==> src/rtl/uart_configurable.sv <==
// Full-duplex UART with compile-time frame format and a FWFT RX FIFO.
// Oversamples at 8 ticks per bit; RX entries carry parity and framing flags.
module uart_configurable #(
    parameter int CLK_FREQUENCY = 100000000,
    parameter int BAUD_RATE     = 115200,
    parameter int DATA_BITS     = 8,
    parameter int PARITY        = 0,
    parameter int STOP_BITS     = 1,
    parameter int RX_FIFO_DEPTH = 4
) (
    input  logic                 clk,
    input  logic                 reset,
    input  logic                 rx,
    output logic [DATA_BITS-1:0] rx_data,
    output logic                 rx_valid,
    input  logic                 rx_pop,
    output logic                 rx_parity_err,
    output logic                 rx_frame_err,
    output logic                 rx_overrun,
    output logic                 tx,
    input  logic                 tx_start,
    input  logic [DATA_BITS-1:0] tx_data,
    output logic                 tx_busy
);

    localparam int DIV_RAW = (CLK_FREQUENCY + 4 * BAUD_RATE) / (8 * BAUD_RATE);
    localparam int DIV     = (DIV_RAW < 1) ? 1 : DIV_RAW;
    localparam int DW      = (DIV > 1) ? $clog2(DIV) : 1;
    localparam int AW      = $clog2(RX_FIFO_DEPTH);
    localparam int EW      = DATA_BITS + 2;

    localparam logic [DW-1:0] DIV_LAST  = DW'(DIV - 1);
    localparam logic [2:0]    LAST_DATA = 3'(DATA_BITS - 1);
    localparam logic [2:0]    LAST_STOP = 3'(STOP_BITS - 1);
    localparam logic          HAS_PAR   = (PARITY != 0);
    localparam logic          PAR_ODD   = (PARITY == 2);
    localparam logic [AW:0]   FULL_CNT  = (AW + 1)'(RX_FIFO_DEPTH);

    typedef enum logic [2:0] {
        TX_IDLE, TX_START, TX_DATA, TX_PARITY, TX_STOP
    } tx_state_t;

    typedef enum logic [2:0] {
        RX_IDLE, RX_START, RX_DATA, RX_PARITY, RX_STOP, RX_WAIT_HIGH
    } rx_state_t;

    // ---------------- transmitter ----------------
    tx_state_t             tx_state, tx_state_n;
    logic [DW-1:0]         tx_div;
    logic [2:0]            tx_tcnt;
    logic [2:0]            tx_idx, tx_idx_n;
    logic [DATA_BITS-1:0]  tx_buf;
    logic                  tx_par;
    logic                  tx_n;
    logic                  tx_tick;
    logic                  tx_bit_end;

    assign tx_tick    = (tx_div == DIV_LAST);
    assign tx_bit_end = tx_tick && (tx_tcnt == 3'd7);
    assign tx_busy    = (tx_state != TX_IDLE);

    always_comb begin
        tx_state_n = tx_state;
        unique case (tx_state)
            TX_IDLE:   if (tx_start) tx_state_n = TX_START;
            TX_START:  if (tx_bit_end) tx_state_n = TX_DATA;
            TX_DATA: begin
                if (tx_bit_end && tx_idx == LAST_DATA)
                    tx_state_n = HAS_PAR ? TX_PARITY : TX_STOP;
            end
            TX_PARITY: if (tx_bit_end) tx_state_n = TX_STOP;
            TX_STOP: begin
                if (tx_bit_end && tx_idx == LAST_STOP)
                    tx_state_n = TX_IDLE;
            end
            default:   tx_state_n = TX_IDLE;
        endcase

        tx_idx_n = tx_idx;
        if (tx_state == TX_IDLE)
            tx_idx_n = '0;
        else if (tx_bit_end)
            tx_idx_n = (tx_state_n != tx_state) ? 3'd0 : tx_idx + 3'd1;

        // Line level is registered from the next state so tx never glitches.
        unique case (tx_state_n)
            TX_START:  tx_n = 1'b0;
            TX_DATA:   tx_n = tx_buf[tx_idx_n];
            TX_PARITY: tx_n = tx_par;
            default:   tx_n = 1'b1;
        endcase
    end

    always_ff @(posedge clk or posedge reset) begin
        if (reset) begin
            tx_state <= TX_IDLE;
            tx_idx   <= '0;
            tx_div   <= '0;
            tx_tcnt  <= '0;
            tx_buf   <= '0;
            tx_par   <= 1'b0;
            tx       <= 1'b1;
        end else begin
            tx_state <= tx_state_n;
            tx_idx   <= tx_idx_n;
            tx       <= tx_n;
            if (tx_state == TX_IDLE) begin
                tx_div  <= '0;
                tx_tcnt <= '0;
                if (tx_start) begin
                    tx_buf <= tx_data;
                    tx_par <= (^tx_data) ^ PAR_ODD;
                end
            end else begin
                tx_div <= tx_tick ? '0 : tx_div + 1'b1;
                if (tx_tick)
                    tx_tcnt <= tx_tcnt + 3'd1;
            end
        end
    end

    // ---------------- receiver ----------------
    rx_state_t             rx_state, rx_state_n;
    logic [1:0]            rx_sync;
    logic                  rx_s;
    logic [DW-1:0]         rx_div;
    logic                  rx_tick;
    logic [2:0]            rx_tcnt;
    logic [2:0]            rx_idx;
    logic                  rx_samp;
    logic [DATA_BITS-1:0]  rx_shift;
    logic                  rx_perr;
    logic                  rx_ferr;
    logic                  rx_wr;

    assign rx_s    = rx_sync[1];
    assign rx_tick = (rx_div == DIV_LAST);
    // Start bit is checked half a bit in; every later sample is one bit on.
    assign rx_samp = rx_tick &&
                     (rx_tcnt == ((rx_state == RX_START) ? 3'd3 : 3'd7));

    always_comb begin
        rx_state_n = rx_state;
        unique case (rx_state)
            RX_IDLE:   if (!rx_s) rx_state_n = RX_START;
            RX_START:  if (rx_samp) rx_state_n = rx_s ? RX_IDLE : RX_DATA;
            RX_DATA: begin
                if (rx_samp && rx_idx == LAST_DATA)
                    rx_state_n = HAS_PAR ? RX_PARITY : RX_STOP;
            end
            RX_PARITY: if (rx_samp) rx_state_n = RX_STOP;
            RX_STOP: begin
                if (rx_samp && rx_idx == LAST_STOP)
                    rx_state_n = (rx_ferr || !rx_s) ? RX_WAIT_HIGH : RX_IDLE;
            end
            RX_WAIT_HIGH: if (rx_s) rx_state_n = RX_IDLE;
            default:   rx_state_n = RX_IDLE;
        endcase
    end

    always_ff @(posedge clk or posedge reset) begin
        if (reset) begin
            rx_state <= RX_IDLE;
            rx_sync  <= 2'b11;
            rx_div   <= '0;
            rx_tcnt  <= '0;
            rx_idx   <= '0;
            rx_shift <= '0;
            rx_perr  <= 1'b0;
            rx_ferr  <= 1'b0;
            rx_wr    <= 1'b0;
        end else begin
            rx_sync  <= {rx_sync[0], rx};
            rx_div   <= rx_tick ? '0 : rx_div + 1'b1;
            rx_state <= rx_state_n;
            rx_wr    <= 1'b0;
            if (rx_state_n != rx_state)
                rx_tcnt <= '0;
            else if (rx_tick)
                rx_tcnt <= rx_tcnt + 3'd1;
            if (rx_state == RX_START) begin
                rx_perr <= 1'b0;
                rx_ferr <= 1'b0;
                rx_idx  <= '0;
            end
            if (rx_samp && rx_state != RX_START) begin
                rx_idx <= (rx_state_n != rx_state) ? 3'd0 : rx_idx + 3'd1;
                if (rx_state == RX_DATA)
                    rx_shift <= {rx_s, rx_shift[DATA_BITS-1:1]};
                if (rx_state == RX_PARITY)
                    rx_perr <= (^rx_shift) ^ rx_s ^ PAR_ODD;
                if (rx_state == RX_STOP) begin
                    if (!rx_s)
                        rx_ferr <= 1'b1;
                    if (rx_idx == LAST_STOP)
                        rx_wr <= 1'b1;
                end
            end
        end
    end

    // ---------------- RX FIFO ----------------
    logic [EW-1:0] mem [RX_FIFO_DEPTH];
    logic [AW-1:0] wptr, rptr;
    logic [AW:0]   count;
    logic          full, pop, wr, ovf;
    logic [EW-1:0] head;

    assign full     = (count == FULL_CNT);
    assign rx_valid = (count != '0);
    assign pop      = rx_pop && rx_valid;
    // A pop in the same cycle frees the slot the incoming frame needs.
    assign wr       = rx_wr && (!full || pop);
    assign ovf      = rx_wr && full && !pop;
    assign head     = mem[rptr];

    assign rx_data       = rx_valid ? head[EW-1:2] : '0;
    assign rx_parity_err = rx_valid && head[1];
    assign rx_frame_err  = rx_valid && head[0];

    always_ff @(posedge clk) begin
        if (wr)
            mem[wptr] <= {rx_shift, rx_perr, rx_ferr};
    end

    always_ff @(posedge clk or posedge reset) begin
        if (reset) begin
            wptr       <= '0;
            rptr       <= '0;
            count      <= '0;
            rx_overrun <= 1'b0;
        end else begin
            if (wr)
                wptr <= wptr + 1'b1;
            if (pop)
                rptr <= rptr + 1'b1;
            unique case ({wr, pop})
                2'b10:   count <= count + 1'b1;
                2'b01:   count <= count - 1'b1;
                default: count <= count;
            endcase
            if (ovf)
                rx_overrun <= 1'b1;
            else if (pop)
                rx_overrun <= 1'b0;
        end
    end

endmodule

==> config.mk <==
export PLATFORM = sky130hd
export DESIGN_NAME = uart_configurable
export DESIGN_NICKNAME = d
export VERILOG_FILES = /design/src/rtl/uart_configurable.sv
export SDC_FILE = /design/constraint.sdc
export NUM_CORES = 1
export LEC_CHECK = 0
export ABC_AREA = 1
export CAP_MARGIN = 20
export CORE_MARGIN = 2
export CORE_UTILIZATION = 60
export CTS_BUF_LIST = sky130_fd_sc_hd__clkbuf_4 sky130_fd_sc_hd__clkbuf_8
export CTS_CLUSTER_SIZE = 20
export DETAILED_ROUTE_END_ITERATION = 10
export PLACE_DENSITY = 0.8
export SLEW_MARGIN = 20
export SYNTH_ARGS = -nofsm -noshare
export SYNTH_HDL_FRONTEND = slang
export SYNTH_SLANG_ARGS = --single-unit
==> constraint.sdc <==
create_clock -name clk -period 5.71 [get_ports clk]
set_clock_uncertainty 0.1 [all_clocks]
set_input_delay 0.8565 -clock clk [delete_from_list [all_inputs] [get_ports clk]]
set_output_delay 0.8565 -clock clk [all_outputs]
set_load 0.01 [all_outputs]
# Word level (Yosys, flattened, before mapping)
# Memories as Yosys holds them, arrays and structs flattened.
# Index checks and enable logic that the tools add are counted.
# classes
bitwise	1
n_reduce_logical	33
n_mux	48
magnitude_cmp	1
addsub	10
n_eq_ne	24
# ops
cell	count
3-bit two-way mux	23
3-bit equality test, second input constant	7
7-bit two-way mux	3
3-bit by 2-bit equality test with 1-bit output, second input constant	6
3-bit case mux with 6 select lines	1
8-bit parity	2
3-bit by 1-bit adder with 3-bit output, second input constant	5
1-bit two-way mux	15
3-bit case mux with 5 select lines	1
7-bit by 1-bit adder with 7-bit output, second input constant	2
7-bit equality test, second input constant	2
1-bit logical AND	13
3-bit zero test	4
2-bit nonzero test	5
3-bit by 1-bit equality test with 1-bit output, second input constant	3
8-bit two-way mux	1
3-bit inequality test	2
3-bit case mux with 2 select lines	1
3-bit nonzero test	2
2-bit by 1-bit adder with 2-bit output, second input constant	2
3-bit by 4-bit less-than comparator with 1-bit output, second input constant	1
2-bit AND reduction	2
1-bit binary-select mux with 3-bit select	1
3-bit equality test	1
9 further kinds	12
# word_totals
in_bits	13
ram_bits	40
output_inout_bits	14
reg_bits	63
memories	1
elab_cells	138
# memory_table
name	words	width	rd	rd_clocked_by_memory_dff	wr	line	text
mem	4	10	1	0	1	203	logic [EW-1:0] mem [RX_FIFO_DEPTH];

# Logic depth before layout (Yosys ltp)
# depth
ltp_word	12
depth_mapped	16
mapped_depth_nobuf	16

# Worst setup path before layout
# OpenSTA, ideal clock, no wires.
# synth_path
path_kind	in2reg
from	in rx_pop
to	reg count[2]
path_buffers	0
arrival_ns	2.218
setup_time_ns	0.124
path_stages	7
path_slack_ns	3.268
required_ns	5.486
cell_sequence	o21ai_1 > ha_1 > inv_1 > fa_1 > a21oi_1 > o21ai_0 > xnor2_1
# synth_via
elab_chain_len	5
elab_cells_between_ends	7
cone_classes	2 x eq/ne; 1 x mux; 4 x reduce/logical
# synth_rtl
element	line	text
start: declaration	16	input logic rx_pop,
1-bit logical AND *	211	assign pop = rx_pop && rx_valid;
1-bit logical OR	213	assign wr = rx_wr && (!full || pop);
1-bit logical AND	213	
2-bit by 1-bit equality test with 1-bit output or 2-bit equality test (tied branches)	237	unique case ({wr, pop})
3-bit case mux with 2 select lines or 2-bit nonzero test (tied branches)	n/a	
end signal: assignment	238	2'b10: count <= count + 1'b1;
end signal: assignment	239	2'b01: count <= count - 1'b1;
end signal: assignment	240	default: count <= count;
end: declaration	205	logic [AW:0] count;
# Mark *: on every way between the ends. The rest lies on a longest branch, timed or not.
# A chain may end at the register's enable or synchronous reset.

# Worst setup path after layout
# layout_path
from	reg rptr[0]
to	out rx_data[1]
# layout_via
elab_chain_len	2
# layout_rtl
element	line	text
start: declaration	204	logic [AW-1:0] wptr, rptr;
start signal: assignment	236	rptr <= rptr + 1'b1;
memory 4 x 10 bit	n/a	
8-bit two-way mux	217	assign rx_data = rx_valid ? head[EW-1:2] : '0;
end: declaration	14	output logic [DATA_BITS-1:0] rx_data,
# Every way passes these cells.

==> flow_summary.ini <==
[finish]
layout_commonest_cell = nand2_1
fin_nets = 577
area_growth_syn_to_layout_pct = 11.4
final_cells = 652
ff_latch_area_um2 = 2780
multiInputGateArea_um2 = 1860
stdcell_area_um2 = 5460
drive_above_1_share = 0.0855
diodes = 0
final_cell_mix = 91 x nand2_1, 82 x nor2_1, 60 x dfrtp_1
fillers = 575

[worst_setup_path]
startpoint = rptr[0]
critPathCaptureType = output pin
worstPathRequired_ns = 4.75
critPathBufInv = 2
slowest_delay_ns = 0.76
timing.rr.start = count[0]
critical_path.cell_chain = inv_1 > o21ai_0 > a21oi_1 > clkdlybuf4s50_1
crit_family = buffers and inverters
crit_fanout = 22
worst_ep_arrival_time_ns = 2.44
start_kind = flop
cpMaxStageDelayCell = dfrtp_1
path_class = flop to output pin

[clocking]
clkSlewWorstSetupHoldPaths_ns = 0.10
cts_root_buf = clkbuf_8
clock_sinks = 103
clockBufferDepth = 2
htree_levels = 3
clk_latency_ns = 0.37
cts_made_buffers = 9
cts_post_setup_buffers_inserted = 0
ctsResizeCount = 0
cts_tree = yes
postCtsHoldBufs = 0

[timing]
setup_violations = 0
hold_violations = 0
slew_violations = 0
period_share = 0.595
rsz0062_at_grt = no
tightest_slew_ns = 0.948
fmax_mhz = 295
tns_ns = 0
maxSlewHeadroom = 0.366
layout_min_cycle_time_ns = 3.39

[logic_synthesis]
synth_edf_count = 40
yosys.area_share.adder = 0.0500
yosys_warnings = 0
netlist_area_um2 = 4900
synth_cell_types = 38
syn_area_per_cell_um2 = 9.54
synthXorXnorAreaFrac = 0.0411
seq_area_frac_synth = 0.567
synth_nets = 546
syn_inst = 514
ys.flop_type = dfrtp_1
synth-compound-area-share = 0.0671
yosys.area_share.simple = 0.214
synthMuxAreaShare = 0.00663
async_reset_ff_frac = 0.612
synth_top_family_by_area = simple AND/OR/NAND/NOR gates
ys_seq_elements = 103

[floorplanning]
start_util = 0.628
core-area_um2 = 7810
die_h_um = 94.4
io_pins = 27
dieArea_um2 = 8910
rows = 32
dieWidth_um = 94.4

[placed_design]
gp_congestion = 0.910
place_area_um2 = 5280
io_buffers = 26
placedCellCount = 636
dpl.hpwl_mm = 6.26

[pwr]
peakVddDrop_v = 0.000129
p_total_mw = 1.23
power.leakage_nw = 2.55
power.density_nw_per_um2 = 225

[detailed_routing]
vias = 3471
drt_iter0_drc = 193
final_antenna_net_count = 0
drc = 0
routed_wirelength_mm = 8.81
viasPerCell = 5.32
wl_per_cell_um = 13.5
dr.pass1.iters = 4

[hold_path]
min_from = rx_sync[0]
hold_class = flop to flop

[global_routing]
grt_overflow = 0
grt_use_total = 0.216
grt_max_degree = 64
grt_pass1_vias = 3346
grt_pass1_wl_mm = 14.9
antenna_found_initial = 0

[run]
maxCapViolCount = 0

[status]
outcome = finished, final reports clean
[Yosys cell counts (all sizes together), types with 2 or more instances]
cell type | instances | share of area
mux2 | 2 | 0.0046
buf | 2 | 0.0018
dfstp | 3 | 0.016
dfrtp | 60 | 0.31
nor3b | 2 | 0.0031
nand4 | 5 | 0.0077
and3 | 2 | 0.0026
nor3 | 11 | 0.014
ha | 18 | 0.046
xnor2 | 15 | 0.027
nand2 | 97 | 0.078
nor2 | 87 | 0.076
o21ai | 40 | 0.042
clkinv | 3 | 0.0023
nand3 | 27 | 0.031
a21oi | 20 | 0.020
inv | 59 | 0.045
a31oi | 2 | 0.0026
clkbuf | 6 | 0.0046
edfxtp | 40 | 0.24
xor2 | 8 | 0.014
[registers in the layout, indices dropped and copies added, names as in the netlist]
register,count
rx_tcnt,3
tx_state,3
mem,40
tx,1
rx_sync,2
tx_tcnt,3
tx_buf,8
rx_perr,1
tx_par,1
rx_wr,1
rx_overrun,1
rx_idx,3
rx_state,3
rx_div,7
tx_idx,3
rptr,2
tx_div,7
wptr,2
rx_shift,8
count,3
rx_ferr,1
[cell families (layout without fill, tap and decap cells)]
group	after synthesis	count (layout)
XOR/XNOR	23	23
AND/OR/NAND/NOR	233	233
adder cells (fa/ha/maj)	19	19
AO/OA/AOI/OAI	63	63
buffers and inverters	70	106
multiplexers	3	3
flip-flops	103	103
[final cells by class]
class,count,share of cell area
flip-flops and latches,103,0.509
multi-input cells,341,0.340
repair buffers,28,0.0504
inverters,62,0.0426
well taps,102,0.0234
clock buffers,9,0.0227
clock inverters,7,0.0117
[stage by stage]
step / util / worst slack (ns) / hold WS, ns
CTS: 0.700 / 2.30 / 0.262
global placement: 0.676 / 2.74 / 0.248
detailed placement: 0.676 / 2.65 / 0.247
global route: 0.700 / 2.10 / 0.271
floorplan: - / 3.19 / 0.245
finish: 0.700 / 2.32 / 0.261
[report_power, final]
part           switching (mW)  total (mW)  internal (mW)
sequential           0.000398       0.765          0.765
combinational          0.0147      0.0279         0.0132
clock                   0.267       0.435          0.169
[metal layers]
metal,part of all wire,global-route usage,up-vias
li1,-,-,1735
met5,0,0,-
met1,0.45,0.276,1632
met4,0.018,0.100,0
met2,0.50,0.367,89
met3,0.039,0.0311,15
[worst register-to-register path: cells and delay by family, from the launching register on]
family / cells / cell delay (ns)
fa+ha+maj: 2 / 0.64
flops: 1 / 0.42
buf+inv: 2 / 0.18
compound gates: 3 / 0.72
simple gates: 1 / 0.11
xor+xnor: 1 / 0.13
[worst paths after layout]
kind	to	slack (ns)	cells after the start
max reg2reg	count[2]	3.31	9
min reg2reg	rx_sync[1]	0.26	0
max	rx_data[1]	2.32	4
max in group asynchronous	tx_buf[5]	4.07	3
min in group asynchronous	rx_tcnt[0]	0.93	3
min	rx_sync[1]	0.26	0
(Power assumes the default switching activity.)
